==> src/rtl/mips_pipe_pkg.sv <==
// Shared types and constants for the MIPS pipeline front end.
// Holds reset PC, bubble encoding, fetch FSM and redirect-source enums.
package mips_pipe_pkg;

    localparam logic [31:0] RESET_PC  = 32'h0000_0000;
    localparam logic [31:0] NOP_INSTR = 32'h0000_0000;

    typedef enum logic {
        RUN    = 1'b0,
        REFILL = 1'b1
    } fetch_state_e;

    typedef enum logic [1:0] {
        SRC_SEQ  = 2'd0,
        SRC_JUMP = 2'd1,
        SRC_BNE  = 2'd2,
        SRC_JR   = 2'd3
    } redirect_src_e;

endpackage

==> src/rtl/sat_counter.sv <==
// Saturating event counter, increments by 0..2 per clock.
// Sticks at all-ones; cleared by asynchronous reset.
module sat_counter #(
    parameter int CNT_W = 16
) (
    input  logic             clk,
    input  logic             reset,
    input  logic [1:0]       inc,
    output logic [CNT_W-1:0] count
);

    logic [CNT_W:0] sum;

    assign sum = {1'b0, count} + {{(CNT_W - 1){1'b0}}, inc};

    // Accumulate, clamping at all-ones when the add carries out.
    always_ff @(posedge clk or posedge reset) begin
        if (reset) begin
            count <= '0;
        end else if (sum[CNT_W]) begin
            count <= '1;
        end else begin
            count <= sum[CNT_W-1:0];
        end
    end

endmodule

==> src/rtl/if_fetch_redirect.sv <==
// Fetch stage: PC register, IF/ID register and redirect/refill FSM.
// Optional statistics counters are built when FLUSH_STATS_EN is defined.
module if_fetch_redirect
    import mips_pipe_pkg::*;
#(
    parameter int                DATA_W    = 32,
    parameter logic [DATA_W-1:0] RESET_PC  = mips_pipe_pkg::RESET_PC,
    parameter logic [DATA_W-1:0] NOP_INSTR = mips_pipe_pkg::NOP_INSTR,
    parameter int                CNT_W     = 16
) (
    input  logic              clk,
    input  logic              reset,
    input  logic              stall,
    input  logic              IF_flush,
    input  logic              ID_flush,
    input  logic              jump,
    input  logic              bne,
    input  logic              jr,
    input  logic [DATA_W-1:0] jump_target,
    input  logic [DATA_W-1:0] branch_target,
    input  logic [DATA_W-1:0] jr_target,
    input  logic [DATA_W-1:0] imem_rdata,
    output logic [DATA_W-1:0] pc,
    output logic [DATA_W-1:0] if_id_instr,
    output logic [DATA_W-1:0] if_id_pc4,
    output logic              if_id_valid,
    output logic              redirect_busy,
    output logic [CNT_W-1:0]  flush_events,
    output logic [CNT_W-1:0]  squashed_instrs
);

    redirect_src_e     src;
    fetch_state_e      state_q;
    fetch_state_e      state_d;
    logic [DATA_W-1:0] pc_plus4;
    logic [DATA_W-1:0] next_pc;

    assign pc_plus4 = pc + DATA_W'(4);

    // Pick redirect source; EX-stage jr/bne are older than an ID jump.
    always_comb begin
        src = SRC_SEQ;
        if (IF_flush) begin
            if (jr) begin
                src = SRC_JR;
            end else if (bne) begin
                src = SRC_BNE;
            end else if (jump) begin
                src = SRC_JUMP;
            end
        end
    end

    // Next fetch address: flush beats stall; a bare flush steps sequentially.
    always_comb begin
        next_pc = pc_plus4;
        if (IF_flush) begin
            case (src)
                SRC_JR:   next_pc = jr_target;
                SRC_BNE:  next_pc = branch_target;
                SRC_JUMP: next_pc = jump_target;
                default:  next_pc = pc_plus4;
            endcase
        end else if (stall) begin
            next_pc = pc;
        end
    end

    // PC register.
    always_ff @(posedge clk or posedge reset) begin
        if (reset) begin
            pc <= RESET_PC;
        end else begin
            pc <= next_pc;
        end
    end

    // IF/ID register: bubble on flush, hold on stall, else capture fetch.
    always_ff @(posedge clk or posedge reset) begin
        if (reset) begin
            if_id_instr <= NOP_INSTR;
            if_id_pc4   <= '0;
            if_id_valid <= 1'b0;
        end else if (IF_flush) begin
            if_id_instr <= NOP_INSTR;
            if_id_pc4   <= '0;
            if_id_valid <= 1'b0;
        end else if (!stall) begin
            if_id_instr <= imem_rdata;
            if_id_pc4   <= pc_plus4;
            if_id_valid <= 1'b1;
        end
    end

    // FSM state register.
    always_ff @(posedge clk or posedge reset) begin
        if (reset) begin
            state_q <= RUN;
        end else begin
            state_q <= state_d;
        end
    end

    // FSM next state: REFILL lasts one cycle unless re-flushed or stalled.
    always_comb begin
        state_d       = state_q;
        redirect_busy = 1'b0;
        unique case (state_q)
            RUN: begin
                if (IF_flush) begin
                    state_d = REFILL;
                end
            end
            REFILL: begin
                redirect_busy = 1'b1;
                if (!IF_flush && !stall) begin
                    state_d = RUN;
                end
            end
            default: state_d = RUN;
        endcase
    end

`ifdef FLUSH_STATS_EN
    logic [1:0] flush_inc;
    logic [1:0] squash_inc;

    // A flush always drops the fetch; an ID flush also drops a live IF/ID.
    always_comb begin
        flush_inc  = {1'b0, IF_flush};
        squash_inc = 2'd0;
        if (IF_flush) begin
            squash_inc = (ID_flush && if_id_valid) ? 2'd2 : 2'd1;
        end
    end

    sat_counter #(.CNT_W(CNT_W)) u_flush_cnt (
        .clk   (clk),
        .reset (reset),
        .inc   (flush_inc),
        .count (flush_events)
    );

    sat_counter #(.CNT_W(CNT_W)) u_squash_cnt (
        .clk   (clk),
        .reset (reset),
        .inc   (squash_inc),
        .count (squashed_instrs)
    );
`else
    logic unused_id_flush;

    assign unused_id_flush = ID_flush;
    assign flush_events    = '0;
    assign squashed_instrs = '0;
`endif

endmodule

==> config.mk <==
export PLATFORM = sky130hd
export DESIGN_NAME = if_fetch_redirect
export DESIGN_NICKNAME = d
export VERILOG_FILES = /design/src/rtl/mips_pipe_pkg.sv /design/src/rtl/sat_counter.sv /design/src/rtl/if_fetch_redirect.sv
export SDC_FILE = /design/constraint.sdc
export NUM_CORES = 1
export LEC_CHECK = 0
export ABC_AREA = 1
export BUFFER_PORTS_ARGS = -buffer_cell sky130_fd_sc_hd__clkbuf_2
export CAP_MARGIN = 20
export CORE_MARGIN = 1.5
export CORE_UTILIZATION = 50
export CTS_CLUSTER_SIZE = 40
export DETAILED_ROUTE_END_ITERATION = 8
export PLACE_DENSITY = 0.92
export SLEW_MARGIN = 20
export SYNTH_ARGS = -nofsm -noshare
export SYNTH_HDL_FRONTEND = slang
export SYNTH_SLANG_ARGS = --single-unit
==> constraint.sdc <==
create_clock -name clk -period 4.3 [get_ports clk]
set_input_delay 0.43 -clock clk [delete_from_list [all_inputs] [get_ports clk]]
set_output_delay 0.43 -clock clk [all_outputs]
set_load 0.005 [all_outputs]
## After elaboration in Yosys (flattened, before gate mapping)

Index checks and enable logic that the tools add are counted.

- Flip-flop bits (word level): 98
- Latch bits: 0
- Bits in writable memories: 0
- ROM bits: 0
- Input bits: 136
- Output and inout port bits: 130
- Logic and storage cells: 30
- Memories kept: 0

- Add/sub/neg operators: 1
- Multiply operators: 0
- Div/mod/pow operators: 0
- $lt $le $gt $ge: 0
- Eq/ne operators: 4
- Shift operators: 0
- Mux-type cells: 16
- Bitwise operators: 1
- Reduce and logical (&&, ||, !) cells: 3

Operator list:

| cell | count |
|---|---|
| $mux W32 | 5 |
| $pmux W32 S3 | 1 |
| $add A32 B3 Y32 const B | 1 |
| $mux W1 | 6 |
| $mux W2 | 3 |
| $eq A2 B2 Y1 const B | 2 |
| $eq A2 B1 Y1 const B | 1 |
| $logic_not A1 Y1 | 2 |
| $ne A2 B1 Y1 const B | 1 |
| $pmux W1 S2 | 1 |
| $logic_and A1 B1 Y1 | 1 |
| $not A1 Y1 | 1 |

## Depth between registers and ports, before layout

Gate-level depths: netlist of run 1.

- Depth after elaboration: 7
- Mapped depth: 11
- Depth with buffers taken out: 10

## Worst setup path before layout of run 1

Ideal clock, no wire load.

- Path type: reg-to-reg
- From: register pc[2]
- To: register pc[18]
- Arrival time: 1.407 ns
- Data required time: 4.182 ns
- Setup slack: 2.775 ns
- Cell stages (with the launch flop): 9
- Buffers on the path: 0
- Clock period less this slack: 1.525 ns
- Path through: dfrtp_1 -> ha_1 -> inv_1 -> nor2_1 -> nand2_1 -> o21ai_0 -> nand3_1 -> nand3_1 -> nand2_1

- Longest elaborated chain between the ends: 3
- Elaborated cells between the ends (all ways): 4
- Classes of those cells: add/sub: 1; mux: 3

RTL lines:

| what | line | source |
|---|---|---|
| start: declaration | if_fetch_redirect.sv:23 | `output logic [DATA_W-1:0] pc,` |
| start signal: assignment | if_fetch_redirect.sv:74 | `pc <= next_pc;` |
| $add A32 B3 Y32 (*) | if_fetch_redirect.sv:38 | `assign pc_plus4 = pc + DATA_W'(4);` |
| $pmux W32 S3 or $mux W32 (tied branches) | if_fetch_redirect.sv:58, if_fetch_redirect.sv:64 |  |
| $mux W32 (*) | if_fetch_redirect.sv:57 | `if (IF_flush) begin` |

Mark *: on every way between the ends. The rest lies on a longest branch, timed or not. The select of a mux whose other input is x is not followed.
A chain may end at the register's enable or synchronous reset.

## Worst setup path after layout of run 1

- From: register pc[2]
- To: register pc[8]

The elaborated chain is that of the path after synthesis.

==> results of run 1 <==
[synth_stat cells]
library cell and n:
a22oi_1 2, nand2_2 2, nand2_4 1, nor2_2 3, nand2_1 338, inv_2 1, o21ai_0 21, a22o_1 36
dfrtp_1 98, nand3_1 77, xnor2_1 4, o21ai_2 1, inv_1 39, a21oi_1 2, buf_1 1, buf_2 18
ha_1 1, nor2_1 105, nand4_1 9, xor2_1 3, clkbuf_1 10, conb_1 1, o211ai_1 1, buf_4 36
[report_power, final]
part	switching [W]	internal [W]	leakage, nW
Combinational	0.000341	0.000224	2.60
Clock	0.000365	0.000458	0.140
Sequential	0.000112	0.00102	1.27
[worst paths after layout]
| path | end | start | slack [ps] |
|---|---|---|---|
| max in group asynchronous | if_id_pc4[4] | reset | 3140 |
| worst max register to register | pc[8] | pc[2] | 2180 |
| worst min register to register | if_id_pc4[28] | if_id_pc4[28] | 480 |
| worst max-delay path | pc[8] | pc[2] | 2180 |
| min in group clk | if_id_instr[3] | imem_rdata[3] | 310 |
| worst min-delay path | if_id_instr[6] | reset | 250 |
[cells by family after synthesis]
group                    count (synthesis)  synth area share, %
XOR/XNOR                                 7                 1.08
AND/OR/NAND/NOR                        535                 37.7
AO/OA/AOI/OAI                           63                 8.11
buffers and inverters                  105                 9.70
adder cells (fa/ha/maj)                  1                0.220
other                                    1               0.0659
flip-flops                              98                 43.1
[cell type report]
type | count | area (sq um)
Multi-Input combinational cell | 638 | 2820
Timing Repair Buffer | 237 | 1200
Tap cell | 140 | 175
Clock buffer | 10 | 229
Inverter | 40 | 153
Sequential cell | 98 | 2450
Clock inverter | 6 | 71.3
Fill cell | 1004 | 3880
[flip-flops by register name (all words and copies together) (netlist names)]
signal       flops
state_q          1
if_id_instr     32
pc              32
if_id_pc4       32
if_id_valid      1
[through the flow]
stage | std cells | utilization [%]
after floorplan | 841 | -
after global routing | 1169 | 64.7
after global placement | 1153 | 61.9
after detailed placement | 1153 | 61.9
final | 1169 | 64.7
after CTS | 1169 | 64.6
[placed cells by master, fill, tap and decap left out, types with 4 or more instances in the layout]
cell	netlist	layout
a22o_1	36	36
buf_4	36	5
clkbuf_16	0	9
clkbuf_2	0	232
conb_1	1	32
dfrtp_1	98	98
inv_1	39	38
nand2_1	338	338
nand3_1	77	77
nand4_1	9	9
nor2_1	105	103
o21ai_0	21	21
xnor2_1	4	4
[layer usage]
metal	routed length (um)	track usage (%)	vias to the layer above
met1	6930	36.9	2746
met2	8000	47.2	337
li1	-	-	2952
met5	0	0	-
met3	1440	5.45	58
met4	688	14.1	0
==> summary.md, run 1 <==
| Metric | Value |
|---|---|
| Hold bufs inserted after CTS | `0` |
| First-pass GRT wire length | `26600 um` |
| Clk Latency, worst-skew pair | `roughly 350 ps` |
| WL/cell | `14.6 um` |
| Hpwl dp | `roughly 13000 um` |
| Post-route ant nets | `0` |
| WP depth | `7` |
| Vias per inst | `roughly 5.2` |
| Drt initial violations | `600` |
| Post-route cell area | `approximately 7100 sq um` |
| Clock slew at reported path FFs | `around 70 ps` |
| Max-slew violations | `0` |
| Worst r2r path cells | `7` |
| Clock Tree Buf Depth | `2` |
| RSZ-0062 raised after global routing | `no` |
| Final hold violation count | `0` |
| Worst path top cell family by delay | `simple AND/OR/NAND/NOR gates` |
| Layout cells sized above 1 | `about a quarter` |
| Lkg Pwr | `4.01 nW` |
| Placed cell areas | `6800 sq um` |
| Die area | `12000 sq um` |
| CP Capture Type | `register` |
| Fin Setup TNS | `0 ps` |
| GP Congestion | `just under 1` |
| Peak VDD IR | `between 200 and 300 uV` |
| Post-Syn Area | `5690 sq um` |
| Largest net degree at the start of global routing | `72` |
| DRC | `0` |
| Post-CTS Resized | `0` |
| Initial Util | `51.8%` |
| Slack of the critical path | `2180 ps` |
| CTS tree | `done` |
| Clock Skews | `9.48 ps` |
| CTS Sinks | `98` |
| CP arrival | `2350 ps` |
| Min Clock Period, post-route | `2120 ps` |
| Setup crit start kind | `register` |
| Power Dens Cells | `354 nW/um^2` |
| Synth Warn # | `0` |
| Max-Cap Viols | `0` |
| CP Buf/Inv Count | `0` |
| Leading post-synthesis cells by cell area | `dfrtp_1, nand2_1, nor2_1, nand3_1, a22o_1` |
| GRT Overall Usage | `28.9%` |
| Yosys top cell by area | `dfrtp_1` |
| Drt first pass iters | `5` |
| Final nets | `1161` |
| Initial antenna violation count | `0` |
| Final Power | `0.00252 W` |
| IO Count | `266` |
| Fin crit share | `49.2%` |
| Total CTS buffers | `9` |
| Area grow syn2layout | `24.8%` |
| Status | `finished clean` |
| Die span in x | `110 um` |
| Clock Root Buffer | `clkbuf_16` |
| Post-CTS Setup Bufs | `0` |
| Hold Crit Class | `in -> async` |
| Global route overflow | `0` |
| Synth cell types | `24` |
| FP Rows | `38` |
| Place WS | `1720 ps` |
| Die H | `110 um` |
| CP Max Fanout | `9` |
| Slew margin rel. | `around 42%` |
| Vias in the first global route | `5507` |
| Finish-stage setup viols | `0` |
| Worst Tran Pin Value | `864 ps` |
| Worst stage delay on the critical path | `560 ps` |
| Antenna cell count | `0` |
| Average cell area after synthesis | `7.03 sq um` |
| Worst endpoint required time | `4530 ps` |
| H-Tree Depth | `3` |
| Maximum clock frequency | `473 MHz` |
| Routed wire length | `17100 um` |
| Share of the synthesized area in the top cell type | `43.1%` |
| Worst hold slack | `between 200 and 250 ps` |
| Sequential area share after synthesis | `43.1%` |
| Port Buf Inserts | `232` |
| CP cell instances | `ha_1 -> nand3_1 -> nor2_1 -> xnor2_1 -> nand2_1 -> nand3_1 -> nand2_1` |
| DR vias | `6093` |
| Cells after Synth | `810` |
| Core Box Area | `11000 sq um` |
| Critical path's slowest cell | `dfrtp_1` |
| Synth Register Bits | `98` |
| Crit Path Class | `reg -> reg` |
(Power assumes the default switching activity.)
==> inputs of run 2 (changes only) <==
--- a/config.mk
+++ b/config.mk
@@ -9,10 +9,10 @@
 export BUFFER_PORTS_ARGS = -buffer_cell sky130_fd_sc_hd__clkbuf_2
 export CAP_MARGIN = 20
 export CORE_MARGIN = 1.5
-export CORE_UTILIZATION = 50
+export CORE_UTILIZATION = 43
 export CTS_CLUSTER_SIZE = 40
 export DETAILED_ROUTE_END_ITERATION = 8
-export PLACE_DENSITY = 0.92
+export PLACE_DENSITY = 0.85
 export SLEW_MARGIN = 20
 export SYNTH_ARGS = -nofsm -noshare
 export SYNTH_HDL_FRONTEND = slang
==> constraint.sdc (replaced) <==
create_clock -name clk -period 1.9 [get_ports clk]
set_input_delay 0.19 -clock clk [delete_from_list [all_inputs] [get_ports clk]]
set_output_delay 0.19 -clock clk [all_outputs]
set_load 0.005 [all_outputs]
==> run 2 against run 1 <==
Against the previous run: final area is 1.9% higher; highest routed layer unchanged; core utilization is 8.0 points lower; largest power group unchanged; hold slack worse by 190 ps; via count is 2.6% lower; combinational power is 130% higher.
==> summary.md, run 2 (same netlist as run 1, synthesis figures left out) <==
| Metric | Value |
|---|---|
| Largest registers | `if_id_instr (32), if_id_pc4 (32), pc (32) (unchanged)` |
| Clk Latency, worst-skew pair | `350 ps (about the same)` |
| Vias in the first global route | `5652 (was 5507)` |
| DR vias | `5935 (was 6093)` |
| Final nets | `1172 (was 1161)` |
| CTS tree | `done (unchanged)` |
| Met3 usage | `5.43% (was 5.45%)` |
| Max-slew violations | `0 (unchanged)` |
| Routed wire length | `17000 um (was 17100 um)` |
| Lkg Pwr | `4.06 nW (was 4.01 nW)` |
| Final hold violation count | `0 (unchanged)` |
| Die span in x | `118 um (was 110 um)` |
| Die area | `13900 sq um (was 12000 sq um)` |
| Max-Cap Viols | `0 (unchanged)` |
| CP cell instances | `ha_1 -> inv_1 -> nor2_1 -> nand2_1 -> inv_1 -> nand3_1 -> nand2_1 -> nand2_1 -> nand3_1 -> nand2_1 (was ha_1 -> nand3_1 -> nor2_1 -> xnor2_1 -> nand2_1 -> nand3_1 -> nand2_1)` |
| Largest net degree at the start of global routing | `99 (was 72)` |
| Setup crit start kind | `register (unchanged)` |
| Hold Crit Class | `in -> reg (was in -> async)` |
| Net Sw Frac | `33.1% (was 32.5%)` |
| Fill cells | `1231 (was 1004)` |
| Pint | `0.00374 W (was 0.00170 W)` |
| Post-route ant nets | `0 (unchanged)` |
| Die H | `118 um (was 110 um)` |
| Layout cells sized above 1 | `26.5% (was 25.6%)` |
| Drt initial violations | `417 (was 600)` |
| Initial antenna violation count | `0 (unchanged)` |
| Crit Path Class | `reg -> reg (unchanged)` |
| Net Switching | `0.00185 W (was 0.000818 W)` |
| Worst reg2reg path startpoint | `pc[3] (was pc[2])` |
| Hpwl dp | `13400 um (was 13100 um)` |
| Global route overflow | `0 (unchanged)` |
| Fin Setup TNS | `0 ps (unchanged)` |
| DRC | `0 (unchanged)` |
| Min Clock Period, post-route | `1740 ps (was 2120 ps)` |
| Drt first pass iters | `5 (unchanged)` |
| WL/cell | `14.0 um (was 14.6 um)` |
| Most used cell along the critical path | `nand2_1` |
| Total CTS buffers | `9 (unchanged)` |
| CP Buf/Inv Count | `2 (was 0)` |
| Final Power | `0.00559 W (was 0.00252 W)` |
| Clock Root Buffer | `clkbuf_16 (unchanged)` |
| Fin crit share | `91.4% (was 49.2%)` |
| Gate power share | `23.3% (was 22.5%)` |
| Worst r2r path cells | `10 (was 7)` |
| Status | `finished clean (unchanged)` |
| Post-route cell area | `7240 sq um (was 7100 sq um)` |
| Clock slew at reported path FFs | `70 ps (about the same)` |
| Clock Skews | `10.6 ps (was 9.48 ps)` |
| Slack of the critical path | `163 ps (was 2180 ps)` |
| Vias per inst | `4.90 (was 5.21)` |
| CP arrival | `1980 ps (was 2350 ps)` |
| Gr busiest metal | `met2 (unchanged)` |
| Slew margin rel. | `52.5% (was 42.3%)` |
| Power Dens Cells | `773 nW/um^2 (was 354 nW/um^2)` |
| RSZ-0062 raised after global routing | `no (unchanged)` |
| FP Rows | `41 (was 38)` |
| RR Endpoint | `pc[12] (was pc[8])` |
| Sequential power share | `45.5% (was 44.8%)` |
| Core Box Area | `12800 sq um (was 11000 sq um)` |
| Met2 Use GR | `41.3% (was 47.2%)` |
| Hold Crit Start | `jr_target[1]` |
| Clock share of power | `31.1% (was 32.7%)` |
| CP Capture Type | `register (unchanged)` |
| Initial Util | `44.5% (was 51.8%)` |
| Worst hold slack | `56.2 ps (was 250 ps)` |
| GRT Overall Usage | `25.3% (was 28.9%)` |
| Peak VDD IR | `436 uV (was 257 uV)` |
| Register area | `2450 sq um (unchanged)` |
| Maximum clock frequency | `576 MHz (was 473 MHz)` |
| CP Max Fanout | `5 (was 9)` |
| Hold path cells | `3` |
| Finish-stage setup viols | `0 (unchanged)` |
| Area grow syn2layout | `27.2% (was 24.8%)` |
| Placed cell areas | `6940 sq um (was 6800 sq um)` |
| Worst endpoint required time | `2140 ps (was 4530 ps)` |
| H-Tree Depth | `3 (unchanged)` |
| Commonest non-fill, non-tap cell in the layout | `nand2_1 (unchanged)` |
| Worst Hold Endpoint | `pc[1]` |
| Critical path's slowest cell | `dfrtp_1 (unchanged)` |
| First-pass GRT wire length | `28000 um (was 26600 um)` |
| CTS Sinks | `98 (unchanged)` |
| Worst Tran Pin Value | `712 ps (was 864 ps)` |
| GP Congestion | `0.938 (was 0.988)` |
| Place WS | `188 ps (was 1720 ps)` |
| Clock Tree Buf Depth | `2 (unchanged)` |
| Multi-input gate area | `2820 sq um (unchanged)` |
| Worst path top cell family by delay | `simple AND/OR/NAND/NOR gates (unchanged)` |
| Worst stage delay on the critical path | `410 ps (was 560 ps)` |
| Post-CTS Setup Bufs | `0 (unchanged)` |
| IO Count | `266 (unchanged)` |
| Antenna cell count | `0 (unchanged)` |
| Met1 GRT Util | `32.9% (was 36.9%)` |
| Worst R2R Setup Slack | `160 ps (was 2180 ps)` |
| Commonest non-fill, non-tap cells in the layout | `nand2_1, clkbuf_2, nor2_1 (unchanged)` |
| Port Buf Inserts | `232 (unchanged)` |
-- run 2: cell types whose count changed in the layout (fill, tap and decap cells not counted), moves of 2 or more --
cell | previous run | this run
inv_8 | 0 | 2
nor2_1 | 103 | 101
buf_4 | 5 | 13
buf_12 | 0 | 2
nor2_2 | 2 | 5
inv_6 | 3 | 1
-- run 2: layout make-up --
cell class / count / area share (%)
inverter: 40 / 2.13
timing repair buffer: 248 / 18.1
multi-input combinational: 638 / 39.0
clock inverter: 7 / 0.830
tap: 172 / 2.97
clock buffer: 9 / 3.11
sequential: 98 / 33.9
-- run 2: timing repair --
item / in CTS / in global routing
endpoints found under the setup margin: 0 / 2
hold buffers: 0 / 1
resized for setup: 0 / 2
hold endpoints to repair: 0 / 1
-- run 2: power by group through the flow --
stage | clock [W] | combinational [W] | sequential (W)
after floorplan | 0 | 0.000734 | 0.00255
after global placement | 0 | 0.00129 | 0.00256
after detailed placement | 0 | 0.00131 | 0.00258
after CTS | 0.00178 | 0.00131 | 0.00254
after global routing | 0.00186 | 0.00149 | 0.00258
final | 0.00174 | 0.00131 | 0.00255
-- run 2: worst max path at each step --
stage                  start  endpoint  slack, ps  depth (start not counted)
floorplan              pc[2]    pc[18]        370                          8
global placement    IF_flush     pc[6]        230                          7
detailed placement  IF_flush     pc[3]        190                          7
CTS                    pc[3]    pc[12]        170                         10
global route           pc[3]    pc[18]          8                          8
finish                 pc[3]    pc[12]        160                         10
-- run 2: worst min-delay path, cell delays in order --
cell,delay [ps]
clkbuf_2,70
nand2_1,40
nand3_1,70
-- run 2: routing by layer --
metal,share of wire (%),up-vias
met5,0,-
met3,6.8,33
met4,3.0,0
li1,-,2972
met1,43,2652
met2,47,278
-- run 2: per-stage QoR --
| stage | utilization, % | cells |
|---|---|---|
| 6_report | 56.7 | 1212 |
| 3_3_place_gp | 54.3 | 1195 |
| 4_1_cts | 56.5 | 1211 |
| 2_1_floorplan | - | 841 |
| 3_5_place_dp | 54.3 | 1195 |
| 5_1_grt | 56.7 | 1212 |
==> inputs of run 3 (changes only) <==
--- a/config.mk
+++ b/config.mk
@@ -13,6 +13,7 @@
 export CTS_CLUSTER_SIZE = 40
 export DETAILED_ROUTE_END_ITERATION = 8
 export PLACE_DENSITY = 0.85
+export SETUP_SLACK_MARGIN = 0.4
 export SLEW_MARGIN = 20
 export SYNTH_ARGS = -nofsm -noshare
 export SYNTH_HDL_FRONTEND = slang
==> run 3 against run 2 <==
Against the previous run: worst setup slack better by 150 ps; clock skew increased by 6.7 ps; global-route usage rose by 0.39 points; routed wire length up 15%; register-to-register slack improved by 150 ps; hold slack better by 18 ps; first-iteration DRC count is 94% higher.
==> summary.md, run 3 (same netlist as run 1, synthesis figures left out) <==
| Metric | Value |
|---|---|
| Status | `finished clean (unchanged)` |
| Clock slew at reported path FFs | `70 ps (about the same)` |
| CTS Sinks | `98 (unchanged)` |
| Hpwl dp | `13700 um (was 13400 um)` |
| Max-slew violations | `0 (unchanged)` |
| Most used cell along the critical path | `nand3_1 (was nand2_1)` |
| Hold path cells | `2 (was 3)` |
| DR vias | `6452 (was 5935)` |
| Min Clock Period, post-route | `1590 ps (was 1740 ps)` |
| Largest net degree at the start of global routing | `75 (was 99)` |
| CP Capture Type | `register (unchanged)` |
| Crit Path Class | `reg -> reg (unchanged)` |
| IO Count | `266 (unchanged)` |
| Clock Tree Buf Depth | `2 (unchanged)` |
| Initial Util | `44.5% (unchanged)` |
| Commonest non-fill, non-tap cells in the layout | `nand2_1, clkbuf_2, nor2_1 (unchanged)` |
| Hold Crit Class | `in -> reg (unchanged)` |
| Power Dens Cells | `777 nW/um^2 (was 773 nW/um^2)` |
| CP Buf/Inv Count | `1 (was 2)` |
| Fin crit share | `83.6% (was 91.4%)` |
| Total CTS buffers | `9 (unchanged)` |
| CP cell instances | `ha_4 -> inv_4 -> nor2_4 -> nand2_4 -> o21ai_2 -> nand3_1 -> nand3_1 -> nand2_1 (was ha_1 -> inv_1 -> nor2_1 -> nand2_1 -> inv_1 -> nand3_1 -> nand2_1 -> nand2_1 -> nand3_1 -> nand2_1)` |
| Maximum clock frequency | `630 MHz (was 576 MHz)` |
| Critical path's slowest cell | `dfrtp_2 (was dfrtp_1)` |
| Place WS | `187 ps (was 188 ps)` |
| Slack of the critical path | `312 ps (was 163 ps)` |
| Lkg Pwr | `4.29 nW (was 4.06 nW)` |
| Max-Cap Viols | `0 (unchanged)` |
| Slew margin rel. | `66.1% (was 52.5%)` |
| Worst Tran Pin Value | `507 ps (was 712 ps)` |
| Fin Setup TNS | `0 ps (unchanged)` |
| Worst path top cell family by delay | `simple AND/OR/NAND/NOR gates (unchanged)` |
| Drt first pass iters | `5 (unchanged)` |
| Die H | `118 um (unchanged)` |
| CP Max Fanout | `4 (was 5)` |
| Worst r2r path cells | `8 (was 10)` |
| Peak VDD IR | `428 uV (was 436 uV)` |
| Layout cells sized above 1 | `36.5% (was 26.5%)` |
| Port Buf Inserts | `232 (unchanged)` |
| Vias per inst | `5.18 (was 4.90)` |
| Antenna cell count | `0 (unchanged)` |
| Setup crit start kind | `register (unchanged)` |
| First-pass GRT wire length | `28600 um (was 28000 um)` |
| WP depth | `8 (was 10)` |
| Commonest non-fill, non-tap cell in the layout | `nand2_1 (unchanged)` |
| Final Power | `0.00613 W (was 0.00559 W)` |
| Final non-filler cell total | `1246 (was 1212)` |
| Post-Place Cells | `1195 (unchanged)` |
| Largest registers | `if_id_instr (32), if_id_pc4 (32), pc (32) (unchanged)` |
| DRC | `0 (unchanged)` |
| CTS tree | `done (unchanged)` |
| Drt initial violations | `807 (was 417)` |
| WL/cell | `15.7 um (was 14.0 um)` |
| FP Rows | `41 (unchanged)` |
| Vias in the first global route | `5756 (was 5652)` |
| Core Box Area | `12800 sq um (unchanged)` |
| Global route overflow | `0 (unchanged)` |
| Initial antenna violation count | `0 (unchanged)` |
| Die span in x | `118 um (unchanged)` |
| CP arrival | `1810 ps (was 1980 ps)` |
| Finish-stage setup viols | `0 (unchanged)` |
| Routed wire length | `19600 um (was 17000 um)` |
| Die area | `13900 sq um (unchanged)` |
| Final nets | `1206 (was 1172)` |
| Final hold violation count | `0 (unchanged)` |
| Worst stage delay on the critical path | `440 ps (was 410 ps)` |
| Post-route ant nets | `0 (unchanged)` |
| GP Congestion | `0.913 (was 0.938)` |
| Clock Root Buffer | `clkbuf_16 (unchanged)` |
| Clock Skews | `17.3 ps (was 10.6 ps)` |
| H-Tree Depth | `3 (unchanged)` |
| GRT Overall Usage | `25.7% (was 25.3%)` |
| Area grow syn2layout | `38.6% (was 27.2%)` |
| RSZ-0062 raised after global routing | `yes (was no)` |
| Clk Latency, worst-skew pair | `350 ps (about the same)` |
| Worst endpoint required time | `2120 ps (was 2140 ps)` |
-- run 3: metrics by stage --
step	hold WS, ps	cell area (sq um)	util [%]
after global placement	231	6990	54.7
after global routing	82.3	7890	61.7
after floorplan	323	5810	-
after detailed placement	237	6990	54.7
final	74.0	7890	61.7
after CTS	66.0	7410	58.0
-- run 3: worst paths after layout --
path                                   to  slack, ps     startpoint
max                                pc[18]        310          pc[3]
min in group asynchronous  if_id_instr[4]        430          reset
min reg2reg                 if_id_pc4[30]        480  if_id_pc4[30]
max reg2reg                        pc[18]        310          pc[3]
max in group asynchronous  if_id_instr[3]        850          reset
min                        if_id_instr[1]         70  imem_rdata[1]
-- run 3: layout make-up --
cell class / count / area [sq um]
Fill cell: 1067 / 4890
Multi-Input combinational cell: 638 / 3110
Sequential cell: 98 / 2480
Timing Repair Buffer: 282 / 1620
Clock buffer: 11 / 243
Tap cell: 172 / 215
Inverter: 40 / 159
Clock inverter: 5 / 61.3
-- run 3: report_power, final --
part / internal [W] / switching, W / total, W
Clock: 0.00107 / 0.000795 / 0.00186
Combinational: 0.000723 / 0.000961 / 0.00168
Sequential: 0.00232 / 0.000267 / 0.00258
-- run 3: repair_timing --
| action | 4_1_cts | 5_1_grt |
|---|---|---|
| hold buffers | 1 | 0 |
| setup endpoints to repair | 44 | 51 |
| setup buffers | 2 | 32 |
| resized for setup | 34 | 80 |
| pin swaps | 0 | 19 |
| hold endpoints to repair | 19 | 0 |
-- run 3: metal layers --
metal  global-route usage (%)  vias to the layer above  wire (um)  share of wire, %
met5                        0                        -          0                 0
met1                     33.8                     2905       7840                40
met3                     4.51                       84       1800               9.2
met2                     42.3                      420       9100                46
li1                         -                     3043          -                 -
met4                     9.91                        0        867               4.4
